File: src/rtl/viterbi_pkg.sv
//==[ viterbi_pkg ]== shared trellis constants, generators and encoder FSM states
//==[ rev 1.0 ]==================================================================
`default_nettype none

package viterbi_pkg;

  localparam int K     = 3;
  localparam int SYM_W = 2;
  localparam int ST_W  = K - 1;

  localparam logic [K-1:0] G0_DEF = 3'b111;
  localparam logic [K-1:0] G1_DEF = 3'b101;

  typedef enum logic [1:0] {
    ENC_DATA  = 2'd0,
    ENC_TAIL1 = 2'd1,
    ENC_TAIL2 = 2'd2
  } enc_state_e;

  function automatic logic gen_parity(input logic [K-1:0] taps, input logic [K-1:0] gen);
    return ^(taps & gen);
  endfunction

endpackage

`default_nettype wire

File: src/rtl/conv_branch_fn.sv
//==[ conv_branch_fn ]== one trellis branch: (bit, state) -> (symbol, next state)
//==[ rev 1.0 ]==================================================================
`default_nettype none

module conv_branch_fn
  import viterbi_pkg::*;
#(
  parameter logic [K-1:0] G0 = G0_DEF,
  parameter logic [K-1:0] G1 = G1_DEF
) (
  input  logic             b,
  input  logic [ST_W-1:0]  state,
  output logic [SYM_W-1:0] sym,
  output logic [ST_W-1:0]  next_state
);

  logic [K-1:0] taps;

  // Tap vector is {newest bit, b(t-1), b(t-2)}; symbol is {c0, c1}.
  assign taps       = {b, state};
  assign sym        = {gen_parity(taps, G0), gen_parity(taps, G1)};
  assign next_state = {b, state[ST_W-1]};

endmodule

`default_nettype wire

File: src/rtl/conv_encoder.sv
//==[ conv_encoder ]== rate-1/2 K=3 convolutional encoder, zero-tail terminated frames
//==[ rev 1.0 ]=====================================================================
`default_nettype none

module conv_encoder
  import viterbi_pkg::*;
#(
  parameter logic [K-1:0] G0      = G0_DEF,
  parameter logic [K-1:0] G1      = G1_DEF,
  parameter int           MAX_LEN = 64
) (
  input  logic             clk,
  input  logic             rst_n,
  input  logic             in_valid,
  output logic             in_ready,
  input  logic             in_bit,
  input  logic             in_last,
  output logic             out_valid,
  input  logic             out_ready,
  output logic [SYM_W-1:0] out_sym,
  output logic [ST_W-1:0]  out_state,
  output logic             out_tail,
  output logic             out_last,
  output logic             frame_err
);

  localparam int               CNT_W   = $clog2(MAX_LEN + 1);
  localparam logic [CNT_W-1:0] CNT_MAX = CNT_W'(MAX_LEN);

  enc_state_e       state;
  enc_state_e       state_nx;
  logic [ST_W-1:0]  sr;
  logic [CNT_W-1:0] cnt;

  logic             out_free;
  logic             accept;
  logic             load;
  logic             enc_bit;
  logic             tail_sym;
  logic             last_sym;
  logic             cnt_hit;
  logic             force_end;
  logic [SYM_W-1:0] sym_nx;
  logic [ST_W-1:0]  sr_nx;

  assign out_free  = !out_valid || out_ready;
  assign cnt_hit   = (cnt == CNT_MAX - 1'b1);
  assign force_end = accept && cnt_hit && !in_last;

  conv_branch_fn #(
    .G0 (G0),
    .G1 (G1)
  ) u_branch (
    .b          (enc_bit),
    .state      (sr),
    .sym        (sym_nx),
    .next_state (sr_nx)
  );

  always_ff @(posedge clk or negedge rst_n) begin
    if (!rst_n) begin
      state <= ENC_DATA;
    end else begin
      state <= state_nx;
    end
  end

  always_comb begin
    state_nx = state;
    unique case (state)
      ENC_DATA:  if (accept && (in_last || cnt_hit)) state_nx = ENC_TAIL1;
      ENC_TAIL1: if (out_free) state_nx = ENC_TAIL2;
      ENC_TAIL2: if (out_free) state_nx = ENC_DATA;
      default:   state_nx = ENC_DATA;
    endcase
  end

  always_comb begin
    in_ready = 1'b0;
    accept   = 1'b0;
    load     = 1'b0;
    enc_bit  = 1'b0;
    tail_sym = 1'b0;
    last_sym = 1'b0;
    unique case (state)
      ENC_DATA: begin
        in_ready = out_free;
        accept   = in_valid && out_free;
        load     = in_valid && out_free;
        enc_bit  = in_bit;
      end
      ENC_TAIL1: begin
        load     = out_free;
        tail_sym = 1'b1;
      end
      ENC_TAIL2: begin
        load     = out_free;
        tail_sym = 1'b1;
        last_sym = 1'b1;
      end
      default: begin
        in_ready = 1'b0;
      end
    endcase
  end

  // Output register reloads in the cycle it is consumed, so a held-high
  // out_ready sees one symbol per clock with no bubbles between frames.
  always_ff @(posedge clk or negedge rst_n) begin
    if (!rst_n) begin
      out_valid <= 1'b0;
      out_sym   <= '0;
      out_state <= '0;
      out_tail  <= 1'b0;
      out_last  <= 1'b0;
      frame_err <= 1'b0;
      sr        <= '0;
      cnt       <= '0;
    end else begin
      frame_err <= force_end;
      if (load) begin
        out_valid <= 1'b1;
        out_sym   <= sym_nx;
        out_state <= sr;
        out_tail  <= tail_sym;
        out_last  <= last_sym;
        sr        <= sr_nx;
      end else if (out_ready) begin
        out_valid <= 1'b0;
      end
      if (accept) begin
        cnt <= cnt + 1'b1;
      end else if (load && last_sym) begin
        cnt <= '0;
      end
    end
  end

endmodule

`default_nettype wire
File: config.mk
export PLATFORM = sky130hd
export DESIGN_NAME = conv_encoder
export DESIGN_NICKNAME = d
export VERILOG_FILES = /design/src/rtl/viterbi_pkg.sv /design/src/rtl/conv_branch_fn.sv /design/src/rtl/conv_encoder.sv
export SDC_FILE = /design/constraint.sdc
export NUM_CORES = 1
export LEC_CHECK = 0
export ABC_AREA = 1
export CORE_ASPECT_RATIO = 1.25
export CORE_UTILIZATION = 55
export CTS_BUF_LIST = sky130_fd_sc_hd__clkbuf_2
export DETAILED_ROUTE_END_ITERATION = 12
export PLACE_DENSITY_LB_ADDON = 0.08
export SYNTH_ARGS = -nofsm -noshare
export SYNTH_HDL_FRONTEND = slang
export SYNTH_SLANG_ARGS = --single-unit
File: constraint.sdc
create_clock -name clk -period 1.8 [get_ports clk]
set_input_delay 0.54 -clock clk [delete_from_list [all_inputs] [get_ports clk]]
set_output_delay 0.54 -clock clk [all_outputs]
set_load 0.005 [all_outputs]
## After elaboration in Yosys (flattened, before gate mapping)

Cells that the tools add are included.

- Memory bits (read-only): 0
- Latch bits: 0
- Output and inout port bits: 9
- Word-level logic and storage cells: 46
- Register bits: 19
- Bits in writable memories: 0
- Memories kept: 0

- Reduce and logical (&&, ||, !) cells: 16
- Bitwise logic cells: 0
- Add/subtract/negate cells: 1
- $mul: 0
- Muxes and demuxes: 14
- Order comparisons: 0
- Equal/unequal tests: 6
- Divide/modulo/power cells: 0
- Shift operators: 0

Operator list:

| kind | count |
|---|---|
| 7-bit 2-to-1 mux | 2 |
| 7-bit by 1-bit adder with 7-bit output (second input constant) | 1 |
| 7-bit by 6-bit == test with 1-bit output (second input constant) | 1 |
| 1-bit 2-to-1 mux | 7 |
| 2-bit 2-to-1 mux | 3 |
| 2-bit != test (second input constant) | 3 |
| 2-bit one-hot mux with 3 select lines | 1 |
| 3-bit XOR reduction | 2 |
| 1-bit logical AND | 5 |
| 2-bit nonzero test | 2 |
| 3-bit AND reduction | 1 |
| 2-bit by 1-bit == test with 1-bit output (second input constant) | 1 |
| 2-bit == test (second input constant) | 1 |
| 1-bit zero test | 2 |
| 2-bit zero test | 1 |
| 1-bit logical OR | 2 |
| 1-bit one-hot mux with 2 select lines | 1 |
| 2-bit OR reduction | 1 |

## Logic depth before layout (Yosys ltp)

Gate-level depths: netlist of the first run.

- Word-level depth: 7
- Depth in mapped cells: 9

## Cells and area by module

Synthesis of the first run repeated with hierarchy kept, for this count alone.

- Cell total of the unflattened synthesis: 129
- Area total of the unflattened synthesis: 1051.0 um2

By module, submodules not included:

| module | times used | area each (um2) | cells each |
|---|---|---|---|
| conv_encoder | 1 | 992.2 | 116 |
| conv_branch_fn | 1 | 58.8 | 13 |

## Worst setup path after synthesis of the first run

OpenSTA, ideal clock, no wires.

- Path type: flip-flop to flip-flop
- Start: reg state[0]
- End: reg out_sym[1]
- Buffers on the path: 1
- Setup time: 127 ps
- Arrival time: 1293 ps
- Stages on the path, launching flop included: 9
- Data required time: 1673 ps
- Setup slack: 380 ps
- Cell sequence: dfrtp_1 -> inv_1 -> ha_1 -> inv_1 -> o21ai_2 -> nand2_2 -> buf_6 -> nand2_1 -> o21ai_0

- Word-level cells in the longest chain between the ends: 3
- Elaborated cells on any way between the ends: 7
- Classes of those cells: eq/ne (2); mux (2); reduce/logical (3)

Ends and longest elaborated chain:

| what | RTL line | RTL |
|---|---|---|
| start, declared | conv_encoder.sv:30 | `enc_state_e state;` |
| start signal, assigned | conv_encoder.sv:64 | `state <= state_nx;` |
| 2-bit == test (tied with other cells) | conv_encoder.sv:85 | `unique case (state)` |
| 2-bit OR reduction (no line) or 1-bit 2-to-1 mux (tied branches) | n/a |  |
| 1-bit one-hot mux with 2 select lines or 3-bit XOR reduction (tied branches) | conv_encoder.sv:85, viterbi_pkg.sv:21 |  |
| end signal, assigned | conv_encoder.sv:123 | `out_sym <= sym_nx;` |
| end, declared | conv_encoder.sv:20 | `output logic [SYM_W-1:0] out_sym,` |

Several ways; a longest one is shown, not always the timed one.
A chain may end at the register's enable or synchronous reset.

## Worst setup path in the final report of the first run

- Start: reg out_valid
- End: out out_valid

RTL lines:

| what | RTL line | RTL |
|---|---|---|
| start, declared | conv_encoder.sv:18 | `output logic out_valid,` |
| start signal, assigned | conv_encoder.sv:111 | `out_valid <= 1'b0;` |
| start signal, assigned | conv_encoder.sv:122 | `out_valid <= 1'b1;` |
| start signal, assigned | conv_encoder.sv:129 | `out_valid <= 1'b0;` |

No word-level cell between the ends.

==> run metrics, run 1 <==
status complete, no violations; Tmin final 1.74 ns; Final Hold Fails 0; CP arrival 1.20 ns; Final Slew Violations 0; P&R area growth vs syn 29.1%; final WL 1830 um; Post-DRT Antenna Nets 0; syn_area_per_cell 9.02 um2; io pins 15; GRT overflow 0; post-synthesis cell type count 27; post-detail-place hpwl 1320 um; core box area 1620 um2; filler cell count 120; worst-skew pair later-pin latency 0.32 ns; Post-synth EDFFs 0; via count 797; CTS Buf Count 3; Mapped Nets 123; Non-Filler Instances 158; Tcrit/Tclk final 96.6%; largest net degree at the start of global routing 19; Hold EP out_last$_DFFE_PN0P_; RePlAce Congestion 0.794; post-synthesis instance total 110; register area 450 um2; family with the most delay on the worst path buffers and inverters; clk buf depth 2; post-route cell area 1280 um2; Setup crit start kind register; post-DR wirelength/cell 11.6 um; number of diodes 0; Die Area 1980 um2; Hold Startpoint out_last$_DFFE_PN0P_; setup violators final 0; DR pass1 iterations 6; area of placed instances 1200 um2; RR Endpoint sr[0]$_DFFE_PN0P_; top_reg_cell synth dfrtp_1; Setup Skew 0.00743 ns; WP buf/inv 1; chip width 40.0 um; layout cells sized above 1 25.7%; Power per Cell Area 1520 nW/um2; vias in the first global route 701; Crit-path slowest cell clkdlybuf4s50_1; FF-to-FF path depth 8; Synth area leaders dfrtp_1 (45%), nand2_1 (9.5%), ha_1 (8.8%); Initial Util 61.2%; max cap viols 0; Inst Count DP 148; yosys warns 0; asr flop ratio synth 100%; synth cell count leaders nand2_1 (25), dfrtp_1 (18), inv_1 (12); worst r2r src state[1]$_DFFE_PN0P_; Remaining DRCs 0; Detailed Route Iter0 Violations 8; Sink Count 18; H-tree Lvls 1; R2R setup slack 0.33 ns; Hold Crit Class reg -> reg; depth of the worst hold-timing path 2; Synth area leader dfrtp_1; largest fanout on the critical path 2; PortBufs 14; CP Capture Type output port; most common cell in the netlist nand2_1; Worst Tran Pin Value 0.335 ns; f_max 575 MHz; total track usage 20.9%; Vias/cell 5.04; post-synthesis sequential element count 18; Crit. Startpoint out_valid$_DFFE_PN0P_; Worst path max stage delay 0.50 ns; initial antenna violation count 0; FP Rows 16; final setup TNS 0 ns; # nets final 154; Setup CP Type reg -> out; first-pass GRT wire length 2850 um; cells along the critical path clkdlybuf4s50_1; register area share after synthesis 45.4%; CTS tree yes; worst relative slew slack 77.4%; critical path required time 1.26 ns; area of the multi-input gates 482 um2; Die Ht 49.5 um; static leakage 0.718 nW; cts hold-fix bufs 0; CTS root buf clkbuf_2; VDD IR max 938 uV; Mapped Area 992 um2; Yosys top cell area share 45.4%; Worst-path clk slew 0.18 ns
## power breakdown
part	switching (W)	internal (W)	leakage (nW)	total, W
registers	0.0000929	0.000544	0.232	0.000637
clock network	0.000134	0.0000483	0.0140	0.000182
logic	0.000571	0.000558	0.471	0.00113
total	0.000798	0.00115	0.718	0.00195
## placed cells by master, fill, tap and decap left out
cell             netlist  routed
a21oi_1                2       2
dlymetal6s2s_1         0       5
nand2_4                1       1
a21oi_2                1       1
o21ai_0                5       5
buf_4                  1      15
nand2_1               25      25
a31oi_1                1       1
o21bai_1               1       1
clkinv_1               0       1
nand3_2                2       2
o21ai_2                4       4
ha_1                   7       6
clkdlybuf4s50_1        0       7
nand3_4                1       1
inv_1                 12       9
nand4_1                1       1
ha_4                   0       1
clkbuf_2               0       3
inv_2                  1       4
nand3_1               11      11
xnor2_1                2       2
dlygate4sd2_1          0       1
nor2_1                 5       5
o21ai_1                1       1
a31o_2                 1       1
buf_2                  1       1
nand2_2                2       2
or2_0                  1       1
dfrtp_1               18      18
xor2_1                 1       1
o211ai_1               1       1
## flip-flops by register name, indices dropped and copies added (netlist names)
register,cells
sr,2
frame_err,1
cnt,7
out_sym,2
out_last,1
out_state,1
state,2
out_tail,1
out_valid,1
## metrics by stage
| stage | hold slack (ns) | worst slack, ns | total power, W | utilization, % |
|---|---|---|---|---|
| 2_1_floorplan | 0.244 | 0.380 | 0.00133 | - |
| 3_3_place_gp | 0.459 | -0.414 | 0.00163 | 73.9 |
| 3_5_place_dp | 0.469 | -0.423 | 0.00168 | 73.9 |
| 4_1_cts | 0.505 | -0.0228 | 0.00192 | 76.8 |
| 5_1_grt | 0.526 | -0.00847 | 0.00213 | 79.0 |
| 6_report | 0.493 | 0.0604 | 0.00195 | 79.0 |
## how the worst max path moves through the flow
stage | end | slack, ns | cells after the start
after detailed placement | in_ready | -0.42 | 6
after global placement | in_ready | -0.41 | 6
final | out_valid | 0.06 | 1
after global routing | out_state[1] | -0.008 | 1
after floorplan | out_sym[1]$_DFFE_PN0P_ | 0.38 | 8
after CTS | in_ready | -0.02 | 5
## timing repair
action	in CTS	in global routing
setup buffers	2	4
pin swaps	0	1
setup endpoints to repair	3	7
gates resized for setup	9	6
## metal layers
layer	GRT usage, %	vias to the layer above	routed length, um
met5	0	-	0
met4	10.9	0	50
met3	4.05	7	77
met2	32.5	27	938
met1	26.2	347	763
li1	-	416	-
## area by class of cell
class / count / area share (%)
Tap cell: 18 / 1.76
Clock buffer: 3 / 1.17
Multi-Input combinational cell: 76 / 37.6
Clock inverter: 1 / 0.293
Sequential cell: 18 / 35.2
Inverter: 13 / 3.81
Timing Repair Buffer: 29 / 20.2
## logic make-up after synthesis
| logic type | count (synthesis) | synth area share (%) |
|---|---|---|
| and+or+nand+nor | 49 | 24.3 |
| AOI/OAI and AO/OA | 17 | 11.5 |
| buffers and inverters | 16 | 7.31 |
| DFF | 18 | 45.4 |
| xor gates and xnor gates | 3 | 2.65 |
| adders and majority gates | 7 | 8.83 |
Note: power is estimated with default switching activity, not from simulation.
==> run 2, diff against run 1 <==
--- a/config.mk
+++ b/config.mk
@@ -10,6 +10,7 @@
 export CORE_UTILIZATION = 55
 export CTS_BUF_LIST = sky130_fd_sc_hd__clkbuf_2
 export DETAILED_ROUTE_END_ITERATION = 12
+export MAX_ROUTING_LAYER = met4
 export PLACE_DENSITY_LB_ADDON = 0.08
 export SYNTH_ARGS = -nofsm -noshare
 export SYNTH_HDL_FRONTEND = slang
==> results of run 2 <==
Same layout as run 1: the final DEF is identical, and so are final timing and power.
Main changes from that run: final weighted congestion in routability-driven placement 0.794 -> 0.806; overall routing resource usage 20.9% -> 21.5%
